## src/rtl/pixel_unpacker.sv

```systemverilog
// AXI4-Stream 24bpp sink: unpacks 4 pixels from every 3 32-bit words, tags x/y, checks framing.
// Latency: 1 cycle from word handshake to pix_valid; the fourth pixel of a group comes from the residue.
// Backpressure: a single output register; tready drops while it is held or while the residue pixel is pending.
module pixel_unpacker #(
    parameter int X_SIZE = 640,
    parameter int Y_SIZE = 480
) (
    input  logic        aclk,
    input  logic        aresetn,
    input  logic [31:0] in_stream_tdata,
    input  logic [3:0]  in_stream_tkeep,
    input  logic        in_stream_tuser,
    input  logic        in_stream_tlast,
    input  logic        in_stream_tvalid,
    output logic        in_stream_tready,
    output logic [7:0]  pix_r,
    output logic [7:0]  pix_g,
    output logic [7:0]  pix_b,
    output logic [9:0]  pix_x,
    output logic [8:0]  pix_y,
    output logic        pix_sof,
    output logic        pix_eol,
    output logic        pix_valid,
    input  logic        pix_ready,
    output logic        frame_done,
    output logic        sof_err,
    output logic        eol_err,
    input  logic        err_clear,
    output logic [15:0] frame_count
);
    localparam int WPL = X_SIZE * 3 / 4;
    localparam int WXW = (WPL > 1) ? $clog2(WPL) : 1;

    typedef enum logic {SEEK_SOF, RUN} state_t;

    state_t           state;
    logic [1:0]       phase;
    logic [23:0]      res;
    logic [WXW-1:0]   word_x;
    logic [9:0]       cur_x;
    logic [8:0]       cur_y;

    logic             load_ok;
    logic             word_hs;
    logic             emit_res;
    logic             use_word;
    logic             load;
    logic             frame_pos;
    logic             sof_evt;
    logic             force0;
    logic [1:0]       eff_ph;
    logic [WXW-1:0]   eff_wx;
    logic [9:0]       eff_x;
    logic [8:0]       eff_y;
    logic             line_end;
    logic             early_eol;
    logic [23:0]      word_pix;
    logic [23:0]      word_res;
    logic [23:0]      new_pix;
    logic [9:0]       new_x;
    logic [8:0]       new_y;
    logic             new_eol;
    logic             unused_tkeep;

    assign unused_tkeep     = ^in_stream_tkeep;
    assign load_ok          = ~pix_valid | pix_ready;
    assign in_stream_tready = (state == SEEK_SOF) | ((phase != 2'd3) & load_ok);
    assign word_hs          = in_stream_tvalid & in_stream_tready;
    assign emit_res         = (state == RUN) & (phase == 2'd3) & load_ok;
    // While seeking, only the start-of-frame word is kept; everything else is dropped.
    assign use_word         = word_hs & ((state == RUN) | in_stream_tuser);
    assign load             = emit_res | use_word;
    assign frame_pos        = (word_x != '0) | (cur_x != '0) | (cur_y != '0);
    assign sof_evt          = word_hs & in_stream_tuser & (state == RUN) & frame_pos;
    assign force0           = in_stream_tuser & ((state == SEEK_SOF) | frame_pos);

    always_comb begin
        eff_ph    = force0 ? 2'd0 : phase;
        eff_wx    = force0 ? '0 : word_x;
        eff_x     = force0 ? '0 : cur_x;
        eff_y     = force0 ? '0 : cur_y;
        line_end  = (eff_wx == WXW'(WPL - 1));
        early_eol = in_stream_tlast & ~line_end;

        word_pix = res;
        word_res = res;
        case (eff_ph)
            2'd0: begin
                word_pix = in_stream_tdata[23:0];
                word_res = {16'd0, in_stream_tdata[31:24]};
            end
            2'd1: begin
                word_pix = {in_stream_tdata[15:0], res[7:0]};
                word_res = {8'd0, in_stream_tdata[31:16]};
            end
            2'd2: begin
                word_pix = {in_stream_tdata[7:0], res[15:0]};
                word_res = in_stream_tdata[31:8];
            end
            default: begin
                word_pix = res;
                word_res = res;
            end
        endcase

        if (emit_res) begin
            new_pix = res;
            new_x   = cur_x;
            new_y   = cur_y;
            new_eol = (cur_x == 10'(X_SIZE - 1));
        end else begin
            new_pix = word_pix;
            new_x   = eff_x;
            new_y   = eff_y;
            new_eol = early_eol | (eff_x == 10'(X_SIZE - 1));
        end
    end

    always_ff @(posedge aclk or negedge aresetn) begin
        if (!aresetn) begin
            state       <= SEEK_SOF;
            phase       <= 2'd0;
            res         <= '0;
            word_x      <= '0;
            cur_x       <= '0;
            cur_y       <= '0;
            pix_valid   <= 1'b0;
            pix_r       <= '0;
            pix_g       <= '0;
            pix_b       <= '0;
            pix_x       <= '0;
            pix_y       <= '0;
            pix_sof     <= 1'b0;
            pix_eol     <= 1'b0;
            frame_done  <= 1'b0;
            frame_count <= '0;
            sof_err     <= 1'b0;
            eol_err     <= 1'b0;
        end else begin
            frame_done <= 1'b0;
            if (pix_valid && pix_ready && pix_x == 10'(X_SIZE - 1) && pix_y == 9'(Y_SIZE - 1)) begin
                frame_done  <= 1'b1;
                frame_count <= frame_count + 16'd1;
            end

            if (load) begin
                pix_valid             <= 1'b1;
                {pix_r, pix_g, pix_b} <= new_pix;
                pix_x                 <= new_x;
                pix_y                 <= new_y;
                pix_sof               <= (new_x == '0) && (new_y == '0);
                pix_eol               <= new_eol;
                if (new_eol) begin
                    cur_x <= '0;
                    cur_y <= (new_y == 9'(Y_SIZE - 1)) ? 9'd0 : new_y + 9'd1;
                end else begin
                    cur_x <= new_x + 10'd1;
                    cur_y <= new_y;
                end
            end else if (pix_ready) begin
                pix_valid <= 1'b0;
            end

            if (emit_res) begin
                phase <= 2'd0;
            end

            if (use_word) begin
                state <= RUN;
                res   <= word_res;
                // An early tlast abandons whatever bytes remain in the residue.
                if (early_eol) begin
                    phase  <= 2'd0;
                    word_x <= '0;
                end else begin
                    phase  <= eff_ph + 2'd1;
                    word_x <= line_end ? '0 : eff_wx + 1'b1;
                end
            end

            sof_err <= sof_evt | (sof_err & ~err_clear);
            eol_err <= (use_word & (in_stream_tlast != line_end)) | (eol_err & ~err_clear);
        end
    end
endmodule

```

## config.mk

```make
export PLATFORM = sky130hd
export DESIGN_NAME = pixel_unpacker
export DESIGN_NICKNAME = d
export VERILOG_FILES = /design/src/rtl/pixel_unpacker.sv
export SDC_FILE = /design/constraint.sdc
export NUM_CORES = 1
export LEC_CHECK = 0
export ABC_AREA = 1
export BUFFER_PORTS_ARGS = -buffer_cell sky130_fd_sc_hd__clkbuf_2
export CORE_ASPECT_RATIO = 0.6
export CORE_MARGIN = 3
export CORE_UTILIZATION = 35
export DETAILED_ROUTE_END_ITERATION = 16
export HOLD_SLACK_MARGIN = 0.08
export PLACE_DENSITY = 0.54
export SETUP_SLACK_MARGIN = 0.05
export SYNTH_ARGS = -nofsm -noshare
export SYNTH_HDL_FRONTEND = slang
export SYNTH_SLANG_ARGS = --single-unit
```

## constraint.sdc

```tcl
create_clock -name aclk -period 4.7 [get_ports aclk]
set_clock_uncertainty 0.05 [all_clocks]
set_input_delay 0 -clock aclk [delete_from_list [all_inputs] [get_ports aclk]]
set_output_delay 0 -clock aclk [all_outputs]
set_load 0.05 [all_outputs]
```

==> reports/metrics.cfg, run 1 <==
[outcome]
status=completed

[die]
die_h_um=113
die_w_um=184
core_um2=18300
dieArea_um2=20700
rows=38
pin_count=109
start_util_pct=36.2

[clock_network]
holdBufCountCts=45
htree_num_levels=4
numClockSinks=120
clockBufferDepth=2
cts_tree=built
cts_resized=0
cts_root_buf=clkbuf_16
cts_buffers=17
clk_pin_slew_ps=60
clock_latency_ps=410
post-cts-setup-buffers=0

[global_route]
grt-ovfl-total=0
grt_pass1_vias=5708
grt_max_degree=61
grtUsageTotal_pct=19.6
antenna_found_initial=0
grt_pass1_wl_um=31900

[synthesis]
synth.avg_cell_area_um2=7.84
netlist.area_leader.share_pct=45.3
ys_seq_elements=120
ys_seq_area_share_pct=45.3
syn_inst=845
synth_cell_type_count=41
yosys.area.top_type=dfrtp_1
synthFlopType=dfrtp_1
yosysWarnings=0
syn-num-nets=899
syn_area_um2=6630
async_reset_ff_share_pct=100
synth_edf_count=0
synth_area_leaders=dfrtp_1 45%, nand2_1 14%, nand3_1 4.8%

[finish]
final_cell_mix=252 x nand2_1, 120 x dfrtp_1, 103 x clkbuf_2
fin_cells=1239
diodes=0
drive_gt1_share_pct=20.4
areaGrowthSynthToFinish_pct=26.9
nets=1041
layout.cells.most_common=nand2_1

[setup_path]
critPathKind=reg2reg
crit_required_ps=4880
arrival_ps=4140
endpoint_kind=register
worst-path-max-fanout=25
cp-start-kind=register

[timing]
worstMarginPinSlew_ps=1170
relSlewSlack_pct=21.8
rsz0062_at_grt=false
final-hold-violation-count=0
slew_violations=0
fin_crit_sh_pct=84.3
setup_viol=0
period_minus_slack_ps=3960
finalSetupTns_ps=0
timing.fmax_mhz=253

[routing]
vias=6122
ant_nets=0
drt_iter0_drc=493
drt_pass1_iterations=5
wirelength_um=19700
vias_per_cell=4.94
wl_per_cell_um=15.9
drc=0

[placement]
hpwl_um=14000
io_buffer_count=104
dp.cells=1163
gp_congestion=0.896

[power]
ir_drop_mv=0.465
leakage_uw=0.00422
power_density_nw_per_um2=538

[job]
max-cap-violations=0

[min_path]
hp-class=in2reg

## per-layer routing
layer | routed length, µm | vias up | GRT usage, % | part of all wire [%]
met3 | 1590 | 18 | 5.18 | 8.1
met1 | 10600 | 2814 | 32.6 | 54
met2 | 7370 | 226 | 24.3 | 37
met4 | 142 | 0 | 4.11 | 0.72
met5 | 0 | - | 0 | 0
li1 | - | 3064 | - | -
## Yosys cell counts, types with 2 or more instances
cell	number
o21ai_2	2
nand3_1	63
dfrtp_1	120
ha_1	11
nor3_2	5
nand3b_1	3
xnor2_1	8
nor2_2	10
buf_2	11
clkbuf_1	19
nand2_2	6
inv_1	74
nand3_2	9
inv_2	13
nand2_4	6
o21ai_1	18
o211ai_1	10
nand4_1	18
nor2_1	53
a31oi_1	13
a21oi_2	2
a41oi_1	3
xor2_1	14
nand2_1	252
o22ai_1	14
a21oi_1	10
buf_6	4
nor3_1	3
nor4_1	2
o21ai_0	58
## cell families (layout without fill, tap and decap cells)
kind of cell	count (synthesis)	count (layout)	share of synthesized area [%]
simple gates	435	435	30.2
compound gates	134	134	11.6
buf+inv	123	277	7.87
flops	120	120	45.3
fa+ha+maj	11	11	2.08
xor+xnor	22	22	2.91
## worst paths after layout
| check | from | end | slack [ps] | depth (start not counted) |
|---|---|---|---|---|
| worst min register to register | pix_b[7] | pix_b[7] | 430 | 2 |
| worst max register to register | cur_x[7] | res[7] | 740 | 15 |
| min in group asynchronous | aresetn | pix_x[3] | 160 | 2 |
| worst max-delay path | cur_x[7] | res[7] | 740 | 15 |
| max in group asynchronous | aresetn | pix_b[5] | 3410 | 3 |
| worst min-delay path | in_stream_tvalid | state | 80 | 5 |
## metrics by stage
step           hold WS, ps  total power [µW]  area (µm²)  utilization, %  setup slack (ps)
3_5_place_dp          89.8              3050        7330            40.1              1160
6_report              76.4              4520        8410            45.9               740
3_3_place_gp          77.1              3040        7330            40.1              1200
4_1_cts               81.5              4540        8410            45.9               819
2_1_floorplan         -346              2610        6630               -              1880
5_1_grt                137              4780        8410            45.9               367
## sequential cells by signal, summed over array words and instances (netlist names), 8 cells and up
| signal | count |
|---|---|
| pix_g | 8 |
| res | 24 |
| cur_y | 9 |
| pix_x | 10 |
| word_x | 9 |
| frame_count | 16 |
| cur_x | 10 |
| pix_b | 8 |
| pix_y | 9 |
| pix_r | 8 |
## worst max-delay path: stages (launching register included)
cell           delay, ps
dfrtp_1              430
inv_2                110
nand2_1               80
nor2_2               160
nand2_1               80
nor2_2               140
nand3_2              100
nand2_2              230
inv_1                160
nor2_1               260
inv_1                100
ha_1                 850
o211ai_1             200
dlygate4sd3_1        610
o211ai_1              90
o21ai_0              110
## layout make-up
| cell class | count | area (µm²) |
|---|---|---|
| well taps | 240 | 300 |
| fillers | 1841 | 9900 |
| repair buffers | 159 | 1050 |
| inverters | 87 | 327 |
| clock buffers | 17 | 425 |
| flip-flops and latches | 120 | 3000 |
| clock inverters | 14 | 199 |
| multi-input cells | 602 | 3100 |
## power breakdown
part	total, µW	internal (µW)	switching [µW]
combinational	1730	459	1270
clock	1410	892	517
sequential	1380	1250	138
total	4520	2600	1930
Power figures use the tool's default switching activity.
==> run 2, diff against run 1 <==
- ABC_AREA: 1 -> 0
- clock period: 4.7 -> 4 ns (I/O delays scaled with it)
==> reports/metrics.cfg, run 2 <==
[clock_network]
clockBufferDepth=2
cts_root_buf=clkbuf_16
cts_tree=built
htree_num_levels=4
cts_buffers=17
numClockSinks=120
clock_latency_ps=420
clk_pin_slew_ps=60

[routing]
drt_iter0_drc=602
drc=0
wirelength_um=19200
vias_per_cell=5.56
vias=5997
wl_per_cell_um=17.8
drt_pass1_iterations=8
ant_nets=0

[timing]
finalSetupTns_ps=0
final-hold-violation-count=0
hold_slack_ps=130
relSlewSlack_pct=23.0
fin_crit_sh_pct=91.9
setup_viol=0
rsz0062_at_grt=false
slew_violations=0
period_minus_slack_ps=3680
worstMarginPinSlew_ps=1150
timing.fmax_mhz=272

[synthesis]
yosys.area.top_type=dfrtp_1
syn_area_um2=6360
ys_seq_area_share_pct=47.2
yosysWarnings=0
ys_top_cells_by_count=136 x nand2_1, 120 x dfrtp_1, 70 x o21ai_0, 44 x nor2_1, 29 x clkbuf_1
synth_most_common_cell=nand2_1
synth_cell_type_count=72
synthFlopType=dfrtp_1
ys_seq_elements=120
synth.avg_cell_area_um2=9.08
netlist.area_leader.share_pct=47.2
syn-num-nets=754
async_reset_ff_share_pct=100
syn_inst=700
synth_area_leaders=dfrtp_1 47%, nand2_1 8.0%, o21ai_0 5.5%
synth_edf_count=0

[global_route]
grtUsageTotal_pct=19.3
grt_pass1_wl_um=31500
grt-ovfl-total=0
grt_max_degree=59
grt_pass1_vias=5812
antenna_found_initial=0

[die]
dieArea_um2=19900
rows=37
die_w_um=180
pin_count=109
die_h_um=110
start_util_pct=36.4
core_um2=17500

[outcome]
status=completed

[finish]
areaGrowthSynthToFinish_pct=27.6
drive_gt1_share_pct=21.1
diodes=0
largest-register=res
reg.largest.list=res x24, frame_count x16
final_cell_mix=136 x nand2_1, 120 x dfrtp_1, 103 x clkbuf_2
layout.cells.most_common=nand2_1
nets=885
largest_reg_flops=24
final_core_util_pct=46.5

[job]
max-cap-violations=0

[setup_path]
max_stage_delay_ps=470
crit_slowest_cell=dfrtp_1
crit_required_ps=4250
endpoint_kind=register
path_cells=nor4_2 -> nand4_1 -> o21ai_1 -> and2_1 -> ha_1 -> nand4_1 -> nor2_1 -> nand2_1 -> ha_1 -> clkinv_1 -> a21oi_1 -> nor2_2 -> buf_4 -> nor3_1 -> a221o_1
cp-start-kind=register
worst-path-max-fanout=9
arrival_ps=3930
critPathKind=reg2reg

[power]
power_density_nw_per_um2=581
power_uw=4710
leakage_uw=0.00361
ir_drop_mv=0.345

[placement]
hpwl_um=13200
gp_congestion=0.866
io_buffer_count=104

[min_path]
hp-class=in2reg

## run 2: cell types whose count changed after synthesis, moves of 12 or more
cell and change:
o22ai_1 -12, nand2_1 -116, inv_2 -13, o21ai_0 +12, inv_1 -57, nand3_1 -41, a22o_1 +13
## run 2: final cells by class
type,instances,area [µm²]
Multi-Input combinational cell,510,3070
Sequential cell,120,3000
Fill cell,1686,9340
Clock buffer,17,425
Clock inverter,15,181
Inverter,18,67.6
Tap cell,234,293
Timing Repair Buffer,164,1080
## run 2: repair_timing
| item | 4_1_cts | 5_1_grt |
|---|---|---|
| resized for setup | 0 | 3 |
| setup endpoints to repair | 0 | 8 |
| hold endpoints to repair | 109 | 0 |
| buffers inserted | 0 | 0 |
| hold buffers | 42 | 0 |
## run 2: where the power goes
group	leakage, µW	switching, µW	internal, µW
Combinational	0.00175	1080	416
Sequential	0.00157	182	1420
Clock	0.000294	668	948
Total	0.00361	1930	2780
## run 2: metrics by stage
step | instance area, µm² | worst slack, ps | std cells
final | 8110 | 324 | 1078
after global placement | 7070 | 318 | 1004
after floorplan | 6360 | 614 | 700
after detailed placement | 7070 | 210 | 1004
after global routing | 8110 | 69.3 | 1078
after CTS | 8100 | 170 | 1078
## run 2: cell families after synthesis
logic type / share of synthesized area (%)
AO/OA/AOI/OAI: 22.3
XOR/XNOR: 2.20
adder cells (fa/ha/maj): 2.16
buffers and inverters: 4.80
flip-flops: 47.2
multiplexers: 0.492
AND/OR/NAND/NOR: 20.9
## run 2: per-layer routing
layer | global-route usage [%] | vias up | part of all wire [%]
li1 | - | 2827 | -
met1 | 29.8 | 2949 | 51
met5 | 0 | - | 0
met4 | 4.91 | 0 | 0.67
met2 | 27.3 | 208 | 41
met3 | 4.18 | 13 | 6.3
## run 2: path summary, 6_finish.rpt
check | slack (ps) | start | to | cells after the start
min in group asynchronous | 180 | aresetn | frame_done | 2
hold / removal | 130 | in_stream_tuser | word_x[3] | 4
hold reg to reg | 420 | res[17] | res[17] | 2
max in group asynchronous | 2710 | aresetn | state | 3
setup reg to reg | 320 | word_x[3] | cur_y[0] | 15
setup / recovery | 320 | word_x[3] | cur_y[0] | 15
## run 2: critical path, delay by kind of cell, from the launching register on
kind	cells	cell delay, ps
simple gates	8	1540
compound gates	3	660
fa+ha+maj	2	570
flops	1	470
buf+inv	2	290
==> run 3, diff against run 2 <==
- HOLD_SLACK_MARGIN: 0.08 -> 0.03
- REMOVE_ABC_BUFFERS: default -> 1
==> reports/metrics.cfg, run 3 (same netlist as run 2, synthesis figures left out) <==
[clock_network]
cts_buffers=17
numClockSinks=120
htree_num_levels=4
clk_pin_slew_ps=60
cts_tree=built
cts_root_buf=clkbuf_16
clockBufferDepth=2
clock_latency_ps=420

[global_route]
antenna_found_initial=0
grtUsageTotal_pct=19.4
grt-ovfl-total=0
grt_pass1_wl_um=31500
grt_pass1_vias=5849
grt_max_degree=54

[routing]
vias_per_cell=5.60
vias=6043
wirelength_um=19200
wl_per_cell_um=17.8
drt_iter0_drc=593
drt_pass1_iterations=5
drc=0
ant_nets=0

[timing]
slew_violations=0
rsz0062_at_grt=false
timing.fmax_mhz=271
worstMarginPinSlew_ps=950
fin_ws_ps=305
fin_crit_sh_pct=92.4
setup_viol=0
finalSetupTns_ps=0
period_minus_slack_ps=3690
relSlewSlack_pct=36.7
final-hold-violation-count=0

[die]
core_um2=17500
die_h_um=110
start_util_pct=36.4
dieArea_um2=19900
die_w_um=180
pin_count=109
rows=37

[power]
seq_power_share_pct=34.3
p_switching_uw=1910
p_comb_share_pct=32.3
internal_power_uw=2770
power_density_nw_per_um2=576
leakage_uw=0.00360
swShare_pct=40.8
clkPwrFrac_pct=33.4
ir_drop_mv=0.312

[setup_path]
arrival_ps=3980
rr_endpoint=pix_b[6]
endpoint_kind=register
r2r-start=cur_x[4]
worst-path-max-fanout=10
cp-start-kind=register
critPathKind=reg2reg
r2r_cells=11
crit_required_ps=4290
reg2reg_slack_ps=310

[finish]
diodes=0
final_core_util_pct=46.5
final_cell_mix=136 x nand2_1, 120 x dfrtp_1, 103 x clkbuf_2
largest_reg_flops=24
areaGrowthSynthToFinish_pct=27.6
fillers=1646
layout.cells.most_common=nand2_1
largest-register=res
fin_area_um2=8120
reg.largest.list=res x24, frame_count x16
nets=886
multiInputGateArea_um2=3070
drive_gt1_share_pct=21.2
regArea_um2=3000

[placement]
hpwl_um=13000
gp_congestion=0.870
place_area_um2=7070
io_buffer_count=104
dp_slack_ps=214

[min_path]
hp-class=in2async

[outcome]
status=completed

[job]
max-cap-violations=0

## run 3: cell type report
class | instances | area share (%)
repair buffers | 165 | 13.4
flip-flops and latches | 120 | 37.0
clock inverters | 15 | 2.05
clock buffers | 17 | 5.24
well taps | 234 | 3.61
multi-input cells | 510 | 37.9
inverters | 18 | 0.833
## run 3: what timing repair did
item | 4_1_cts | 5_1_grt
endpoints found under the setup margin | 0 | 26
setup buffers | 0 | 0
hold endpoints to repair | 97 | 0
resized for setup | 0 | 5
hold buffers | 43 | 0
## run 3: stage by stage
| stage | cells | hold WS, ps | total power, µW |
|---|---|---|---|
| final | 1079 | 129 | 4680 |
| after global routing | 1079 | 189 | 4910 |
| after CTS | 1079 | 108 | 4680 |
| after detailed placement | 1004 | 52.7 | 3070 |
| after global placement | 1004 | 42.2 | 3050 |
| after floorplan | 648 | -346 | 2590 |
## run 3: how the worst max path moves through the flow
stage | start | cells after the start | to | slack (ps)
CTS | cur_x[4] | 14 | cur_x[3] | 170
detailed placement | cur_x[4] | 15 | cur_y[0] | 210
floorplan | word_x[6] | 14 | cur_x[3] | 100
global placement | cur_x[4] | 15 | cur_y[0] | 320
global route | cur_x[4] | 14 | cur_x[5] | 50
finish | cur_x[4] | 11 | pix_b[6] | 310
## run 3: power by group through the flow
stage               Combinational [µW]  Clock [µW]  Sequential [µW]
floorplan                          573           0             2020
global placement                  1440           0             1610
detailed placement                1450           0             1620
CTS                               1500        1590             1600
global route                      1630        1650             1630
finish                            1510        1560             1600
## run 3: metal layers
metal | wire, µm | track usage [%] | up-vias | share of wire, %
met5 | 0 | 0 | - | 0
met4 | 149 | 4.85 | 0 | 0.77
met3 | 1410 | 4.74 | 15 | 7.3
met2 | 8230 | 27.4 | 225 | 43
met1 | 9450 | 29.6 | 2978 | 49
li1 | - | - | 2825 | -
## run 3: critical path, cell delays in order, from the launching register on
cell      delay, ps
dfrtp_1         480
nor4_2          390
nand4_2         250
o21ai_1         240
buf_4           220
nand2_1         130
inv_1           110
ha_1            250
a211o_1         450
or2_0           790
a221oi_2        110
nor2_1          150
